[src/rtl/rans_renorm_if.sv]
// Handshake and data bundle between the rANS renormalizer and its neighbours:
// symbol input, emitted-word stream, modulo-stage output and error pulse.
interface rans_renorm_if;
    logic        in_valid;
    logic        in_ready;
    logic [31:0] x_high;
    logic [31:0] x_low;
    logic [31:0] freq;
    logic        word_valid;
    logic        word_ready;
    logic [31:0] word_out;
    logic        out_valid;
    logic [31:0] x_out_high;
    logic [31:0] x_out_low;
    logic [31:0] z_out_high;
    logic [31:0] z_out_low;
    logic        err;

    modport slave (
        input  in_valid, x_high, x_low, freq, word_ready,
        output in_ready, word_valid, word_out, out_valid,
               x_out_high, x_out_low, z_out_high, z_out_low, err
    );

    modport master (
        output in_valid, x_high, x_low, freq, word_ready,
        input  in_ready, word_valid, word_out, out_valid,
               x_out_high, x_out_low, z_out_high, z_out_low, err
    );
endinterface

[src/rtl/rans_renorm.sv]
// rANS encoder renormalization: streams out 32-bit words of x until x < f << (L_LOG2-SCALE_BITS+32),
// then hands the reduced x and divisor f to the downstream modulo stage.
//
// state | meaning
// IDLE  | waiting for a symbol, in_ready high
// CHECK | compare x against x_max
// EMIT  | word_out = x[31:0] offered on the stream, waits for word_ready
// DONE  | publish x_out / z_out, return to IDLE
module rans_renorm #(
    parameter int SCALE_BITS = 12,
    parameter int L_LOG2     = 31
) (
    input logic          clock,
    input logic          reset,
    rans_renorm_if.slave bus
);
    localparam int          XMAX_SHIFT = L_LOG2 - SCALE_BITS + 32;
    localparam logic [32:0] F_LIMIT    = 33'd1 << SCALE_BITS;

    typedef enum logic [1:0] {IDLE, CHECK, EMIT, DONE} state_t;

    state_t      state;
    logic [63:0] x_reg;
    logic [63:0] x_max;
    logic [31:0] f_reg;
    logic        f_bad;

    assign f_bad = (bus.freq == 32'd0) || ({1'b0, bus.freq} > F_LIMIT);

    always_ff @(posedge clock or negedge reset) begin
        if (!reset) begin
            state          <= IDLE;
            x_reg          <= '0;
            x_max          <= '0;
            f_reg          <= '0;
            bus.in_ready   <= 1'b0;
            bus.word_valid <= 1'b0;
            bus.word_out   <= '0;
            bus.out_valid  <= 1'b0;
            bus.x_out_high <= '0;
            bus.x_out_low  <= '0;
            bus.z_out_high <= '0;
            bus.z_out_low  <= '0;
            bus.err        <= 1'b0;
        end else begin
            bus.err       <= 1'b0;
            bus.out_valid <= 1'b0;
            case (state)
                IDLE: begin
                    bus.in_ready <= 1'b1;
                    if (bus.in_ready && bus.in_valid) begin
                        // A rejected symbol leaves the block ready for the next one.
                        if (f_bad) begin
                            bus.err <= 1'b1;
                        end else begin
                            x_reg        <= {bus.x_high, bus.x_low};
                            f_reg        <= bus.freq;
                            x_max        <= 64'(bus.freq) << XMAX_SHIFT;
                            bus.in_ready <= 1'b0;
                            state        <= CHECK;
                        end
                    end
                end
                CHECK: begin
                    if (x_reg >= x_max) begin
                        bus.word_valid <= 1'b1;
                        bus.word_out   <= x_reg[31:0];
                        state          <= EMIT;
                    end else begin
                        state <= DONE;
                    end
                end
                EMIT: begin
                    if (bus.word_ready) begin
                        bus.word_valid <= 1'b0;
                        x_reg          <= x_reg >> 32;
                        state          <= CHECK;
                    end
                end
                DONE: begin
                    bus.out_valid  <= 1'b1;
                    bus.x_out_high <= x_reg[63:32];
                    bus.x_out_low  <= x_reg[31:0];
                    bus.z_out_high <= '0;
                    bus.z_out_low  <= f_reg;
                    bus.in_ready   <= 1'b1;
                    state          <= IDLE;
                end
                default: state <= IDLE;
            endcase
        end
    end
endmodule

[src/flat_wrapper.sv]
// flat-port wrapper written by rule: the top's interface ports become plain ports
module rans_renorm_flat 
#(
    parameter int SCALE_BITS = 12,
    parameter int L_LOG2     = 31
)
  (clock, reset, bus_in_valid, bus_x_high, bus_x_low, bus_freq, bus_word_ready, bus_in_ready, bus_word_valid, bus_word_out, bus_out_valid, bus_x_out_high, bus_x_out_low, bus_z_out_high, bus_z_out_low, bus_err);
  rans_renorm_if bus_i ();
  input logic clock;
  input logic reset;
  input wire logic [$bits(bus_i.in_valid)-1:0] bus_in_valid;
  input wire logic [$bits(bus_i.x_high)-1:0] bus_x_high;
  input wire logic [$bits(bus_i.x_low)-1:0] bus_x_low;
  input wire logic [$bits(bus_i.freq)-1:0] bus_freq;
  input wire logic [$bits(bus_i.word_ready)-1:0] bus_word_ready;
  output wire logic [$bits(bus_i.in_ready)-1:0] bus_in_ready;
  output wire logic [$bits(bus_i.word_valid)-1:0] bus_word_valid;
  output wire logic [$bits(bus_i.word_out)-1:0] bus_word_out;
  output wire logic [$bits(bus_i.out_valid)-1:0] bus_out_valid;
  output wire logic [$bits(bus_i.x_out_high)-1:0] bus_x_out_high;
  output wire logic [$bits(bus_i.x_out_low)-1:0] bus_x_out_low;
  output wire logic [$bits(bus_i.z_out_high)-1:0] bus_z_out_high;
  output wire logic [$bits(bus_i.z_out_low)-1:0] bus_z_out_low;
  output wire logic [$bits(bus_i.err)-1:0] bus_err;
  assign bus_i.in_valid = bus_in_valid;
  assign bus_i.x_high = bus_x_high;
  assign bus_i.x_low = bus_x_low;
  assign bus_i.freq = bus_freq;
  assign bus_i.word_ready = bus_word_ready;
  assign bus_in_ready = bus_i.in_ready;
  assign bus_word_valid = bus_i.word_valid;
  assign bus_word_out = bus_i.word_out;
  assign bus_out_valid = bus_i.out_valid;
  assign bus_x_out_high = bus_i.x_out_high;
  assign bus_x_out_low = bus_i.x_out_low;
  assign bus_z_out_high = bus_i.z_out_high;
  assign bus_z_out_low = bus_i.z_out_low;
  assign bus_err = bus_i.err;
  rans_renorm #(.SCALE_BITS(SCALE_BITS), .L_LOG2(L_LOG2)) u_core (.clock(clock), .reset(reset), .bus(bus_i));
endmodule
[config.mk]
export PLATFORM = sky130hd
export DESIGN_NAME = rans_renorm_flat
export DESIGN_NICKNAME = d
export VERILOG_FILES = /design/src/rtl/rans_renorm_if.sv /design/src/rtl/rans_renorm.sv /design/src/flat_wrapper.sv
export SDC_FILE = /design/constraint.sdc
export NUM_CORES = 1
export LEC_CHECK = 0
export CORE_ASPECT_RATIO = 2
export CORE_MARGIN = 8
export CORE_UTILIZATION = 54
export CTS_BUF_LIST = sky130_fd_sc_hd__clkbuf_4
export DETAILED_ROUTE_END_ITERATION = 10
export PLACE_DENSITY = 0.88
export SETUP_SLACK_MARGIN = 0.3
export SYNTH_ARGS = -nofsm -noshare
export SYNTH_HDL_FRONTEND = slang
export SYNTH_SLANG_ARGS = --single-unit
[constraint.sdc]
create_clock -name clock -period 4.7 [get_ports clock]
set_input_delay 0.94 -clock clock [delete_from_list [all_inputs] [get_ports clock]]
set_output_delay 0.94 -clock clock [all_outputs]
set_load 0.02 [all_outputs]
==> impl_metrics.env <==
export IMPL_run_status="complete, no violations"
export IMPL_gp_congestion=0.829
export IMPL_globalRouteTotalUtil_pct=23.7
export IMPL_num_nets_final=1073
export IMPL_power_total_uw=6490
export IMPL_worstSetupEndpointType="flip-flop"
export IMPL_leakage_power_uw=0.00603
export IMPL_leading_cell_types_by_total_area_after_synthesis="sky130_fd_sc_hd__dfrtp_1 59%, sky130_fd_sc_hd__mux2_2 9.0%, sky130_fd_sc_hd__mux2_4 4.6%"
export IMPL_io_buffer_count=231
export IMPL_timing_critical_path_required_ps=5210
export IMPL_max_freq_ghz=0.294
export IMPL_max_vdd_ir_drop_uv=340
export IMPL_grt_pass1_vias=7600
export IMPL_timing_setup_critical_path_class="primary input to flip-flop"
export IMPL_number_of_hold_violations_in_the_final_report=0
export IMPL_synthTopCellsByCount="230 x sky130_fd_sc_hd__dfrtp_1, 78 x sky130_fd_sc_hd__mux2_2, 36 x sky130_fd_sc_hd__a21oi_1, 32 x sky130_fd_sc_hd__buf_4, 32 x sky130_fd_sc_hd__mux2_1"
export IMPL_dieHeight_um=206
export IMPL_gr_total_overflow=0
export IMPL_postPlaceCellArea_mm2=0.0121
export IMPL_timing_setup_tns_ps=0
export IMPL_drt_wirelength_per_cell_um=22.5
export IMPL_clock_tree_htree_level_count=2
export IMPL_powerDensity_mw_per_mm2=509
export IMPL_finalHoldWorstSlack_ps=362
export IMPL_syn_inst=704
export IMPL_total_of_hold_buffers_inserted_after_clock_tree_synthesis=0
export IMPL_floorplan_die_width_um=111
export IMPL_critical_path_max_stage_delay_ps=560
export IMPL_largest_reg_flops=64
export IMPL_post_cts_setup_buffer_count=0
export IMPL_numCtsBuffers=50
export IMPL_edff_count_synth=0
export IMPL_post_cts_resize_count=0
export IMPL_synthDominantCellAreaShare_pct=59.2
export IMPL_startpoint_type="primary input"
export IMPL_largest_net_degree_at_the_start_of_global_routing=120
export IMPL_cts_buffer_depth=3
export IMPL_worst_r2r_path_depth=7
export IMPL_detail_route_drc_violations=0
export IMPL_hold_path_class="primary input to asynchronous set/reset pin"
export IMPL_synth_cell_type_count=49
export IMPL_postSynth_topFlopCell="sky130_fd_sc_hd__dfrtp_1"
export IMPL_footprint_of_the_multi_input_gates_mm2=0.00359
export IMPL_timing_clock_skew_ps=56.2
export IMPL_crit_fanout=32
export IMPL_relSlewSlack_pct=24.8
export IMPL_regArea_mm2=0.00576
export IMPL_avgSynthCellArea_um2=13.8
export IMPL_synth_async_sr_flop_share_pct=100
export IMPL_vias_per_cell=5.65
export IMPL_antenna_left=0
export IMPL_grt_first_pass_wirelength_mm=42.8
export IMPL_initial_utilization_pct=54.9
export IMPL_drt_pass_1_iters=5
export IMPL_fin_crit_ps=3400
export IMPL_core_area_mm2=0.0177
export IMPL_drt_first_iter_violations=365
export IMPL_timing_max_cap_violations=0
export IMPL_setup_repair_after_global_routing_missed_its_margin="false"
export IMPL_critical_path_slowest_cell="sky130_fd_sc_hd__nor4_1"
export IMPL_wirelength_mm=27.3
export IMPL_numClockSinks=230
export IMPL_dr_total_vias=6842
export IMPL_post_route_cells_drive_above_1_share_pct=20.0
export IMPL_initial_antenna_violation_count=7
export IMPL_period_share_pct=72.3
export IMPL_synth_ff_latch_count=230
export IMPL_tritoncts="done"
export IMPL_leading_cell_type_by_number_of_instances_after_synthesis="sky130_fd_sc_hd__dfrtp_1"
export IMPL_die_area_mm2=0.0228
export IMPL_source_to_sink_clock_delay_at_the_later_pin_of_the_worst_skew_pair_ps=650
export IMPL_filler_cell_count=1189
export IMPL_final_max_slew_violation_count=0
export IMPL_synthesis_area_mm2=0.00972
export IMPL_timing_critical_path_arrival_ps=3910
export IMPL_layout_cell_area_non_filler_mm2=0.0127
export IMPL_dp_hpwl_mm=19.8
export IMPL_floorplan_rows=69
export IMPL_seq_area_frac_synth_pct=59.2
export IMPL_list_of_cells_traversed_by_the_critical_path="clkdlybuf4s50_1 > nor4_1 > a31oi_1 > nor4b_2 > nand4_2 > buf_4 > mux2_1"
export IMPL_areaGrowthSynthToFinish_pct=31.1
export IMPL_yosys_warnings=0
export IMPL_path_clk_slew_ps=70
export IMPL_setup_violations_final=0
export IMPL_synth_top_cell_by_area="sky130_fd_sc_hd__dfrtp_1"
export IMPL_top_level_i_o_count=264
export IMPL_worst_slew_pin_slew_ps=1130
export IMPL_clk_root_buffer_cell="sky130_fd_sc_hd__clkbuf_4"
-- cells in the final DEF (no fill, tap or decap), types with 8 or more instances in the layout --
cell type / count
sky130_fd_sc_hd__ha_1: 15
sky130_fd_sc_hd__buf_4: 8
sky130_fd_sc_hd__nor4_1: 20
sky130_fd_sc_hd__clkinv_1: 14
sky130_fd_sc_hd__a22o_1: 31
sky130_fd_sc_hd__and3b_1: 22
sky130_fd_sc_hd__and2_1: 19
sky130_fd_sc_hd__clkbuf_4: 68
sky130_fd_sc_hd__o2bb2ai_1: 22
sky130_fd_sc_hd__dfrtp_1: 230
sky130_fd_sc_hd__diode_2: 9
sky130_fd_sc_hd__conb_1: 32
sky130_fd_sc_hd__mux2_1: 32
sky130_fd_sc_hd__mux2_4: 30
sky130_fd_sc_hd__inv_1: 29
sky130_fd_sc_hd__clkdlybuf4s50_1: 230
sky130_fd_sc_hd__a21oi_1: 36
sky130_fd_sc_hd__mux2_2: 78
sky130_fd_sc_hd__o32ai_1: 10
-- where the power goes --
part           switching (uW)  internal [uW]
logic                    1230           1170
registers                 289           2320
clock network             758            724
-- final cells by class --
class / count / share of cell area [%]
flip-flops and latches: 230 / 45.2
multi-input cells: 405 / 28.2
repair buffers: 240 / 18.8
clock buffers: 68 / 4.01
well taps: 213 / 2.09
inverters: 29 / 0.854
clock inverters: 17 / 0.726
diodes: 9 / 0.177
-- worst paths after layout --
path                             startpoint                      end  slack (ps)
max in group asynchronous             reset         u_core.x_reg[43]        3300
max reg2reg                 u_core.f_reg[0]  u_core.bus.word_out[31]        1670
min reg2reg                u_core.f_reg[16]         u_core.f_reg[16]         480
max                             bus_freq[6]          u_core.f_reg[7]        1300
min                                   reset         u_core.f_reg[11]         360
min in group clock         u_core.f_reg[16]         u_core.f_reg[16]         480
-- metal layers --
metal	GRT usage, %	up-vias	wire length, um
met2	40.6	309	14300
met5	0	-	0
met4	17.0	0	1620
met3	5.69	86	1690
met1	25.1	3410	9720
li1	-	3037	-
-- worst max-delay path, delay by kind of cell --
kind	cells	cell delay [ps]
buffers and inverters	2	860
AND/OR/NAND/NOR	3	1460
multiplexers	1	370
AO/OA/AOI/OAI	1	250
-- kinds of logic (layout without fill, tap and decap cells) --
kind of cell	count (synthesis)	after routing	synth area share (%)
simple gates	99	99	6.77
other cells	1	41	0.0386
fa+ha+maj	17	17	2.19
mux	141	141	17.5
buf+inv	100	354	5.44
flops	230	230	59.2
compound gates	116	116	8.90
-- through the flow --
step	setup slack, ps	std cells	util (%)
global route	1130	1210	72.0
detailed placement	618	1117	68.5
global placement	668	1117	68.5
floorplan	1950	735	-
finish	1300	1211	72.0
CTS	1320	1202	71.9
No activity file was read; power rests on OpenSTA's default activity.
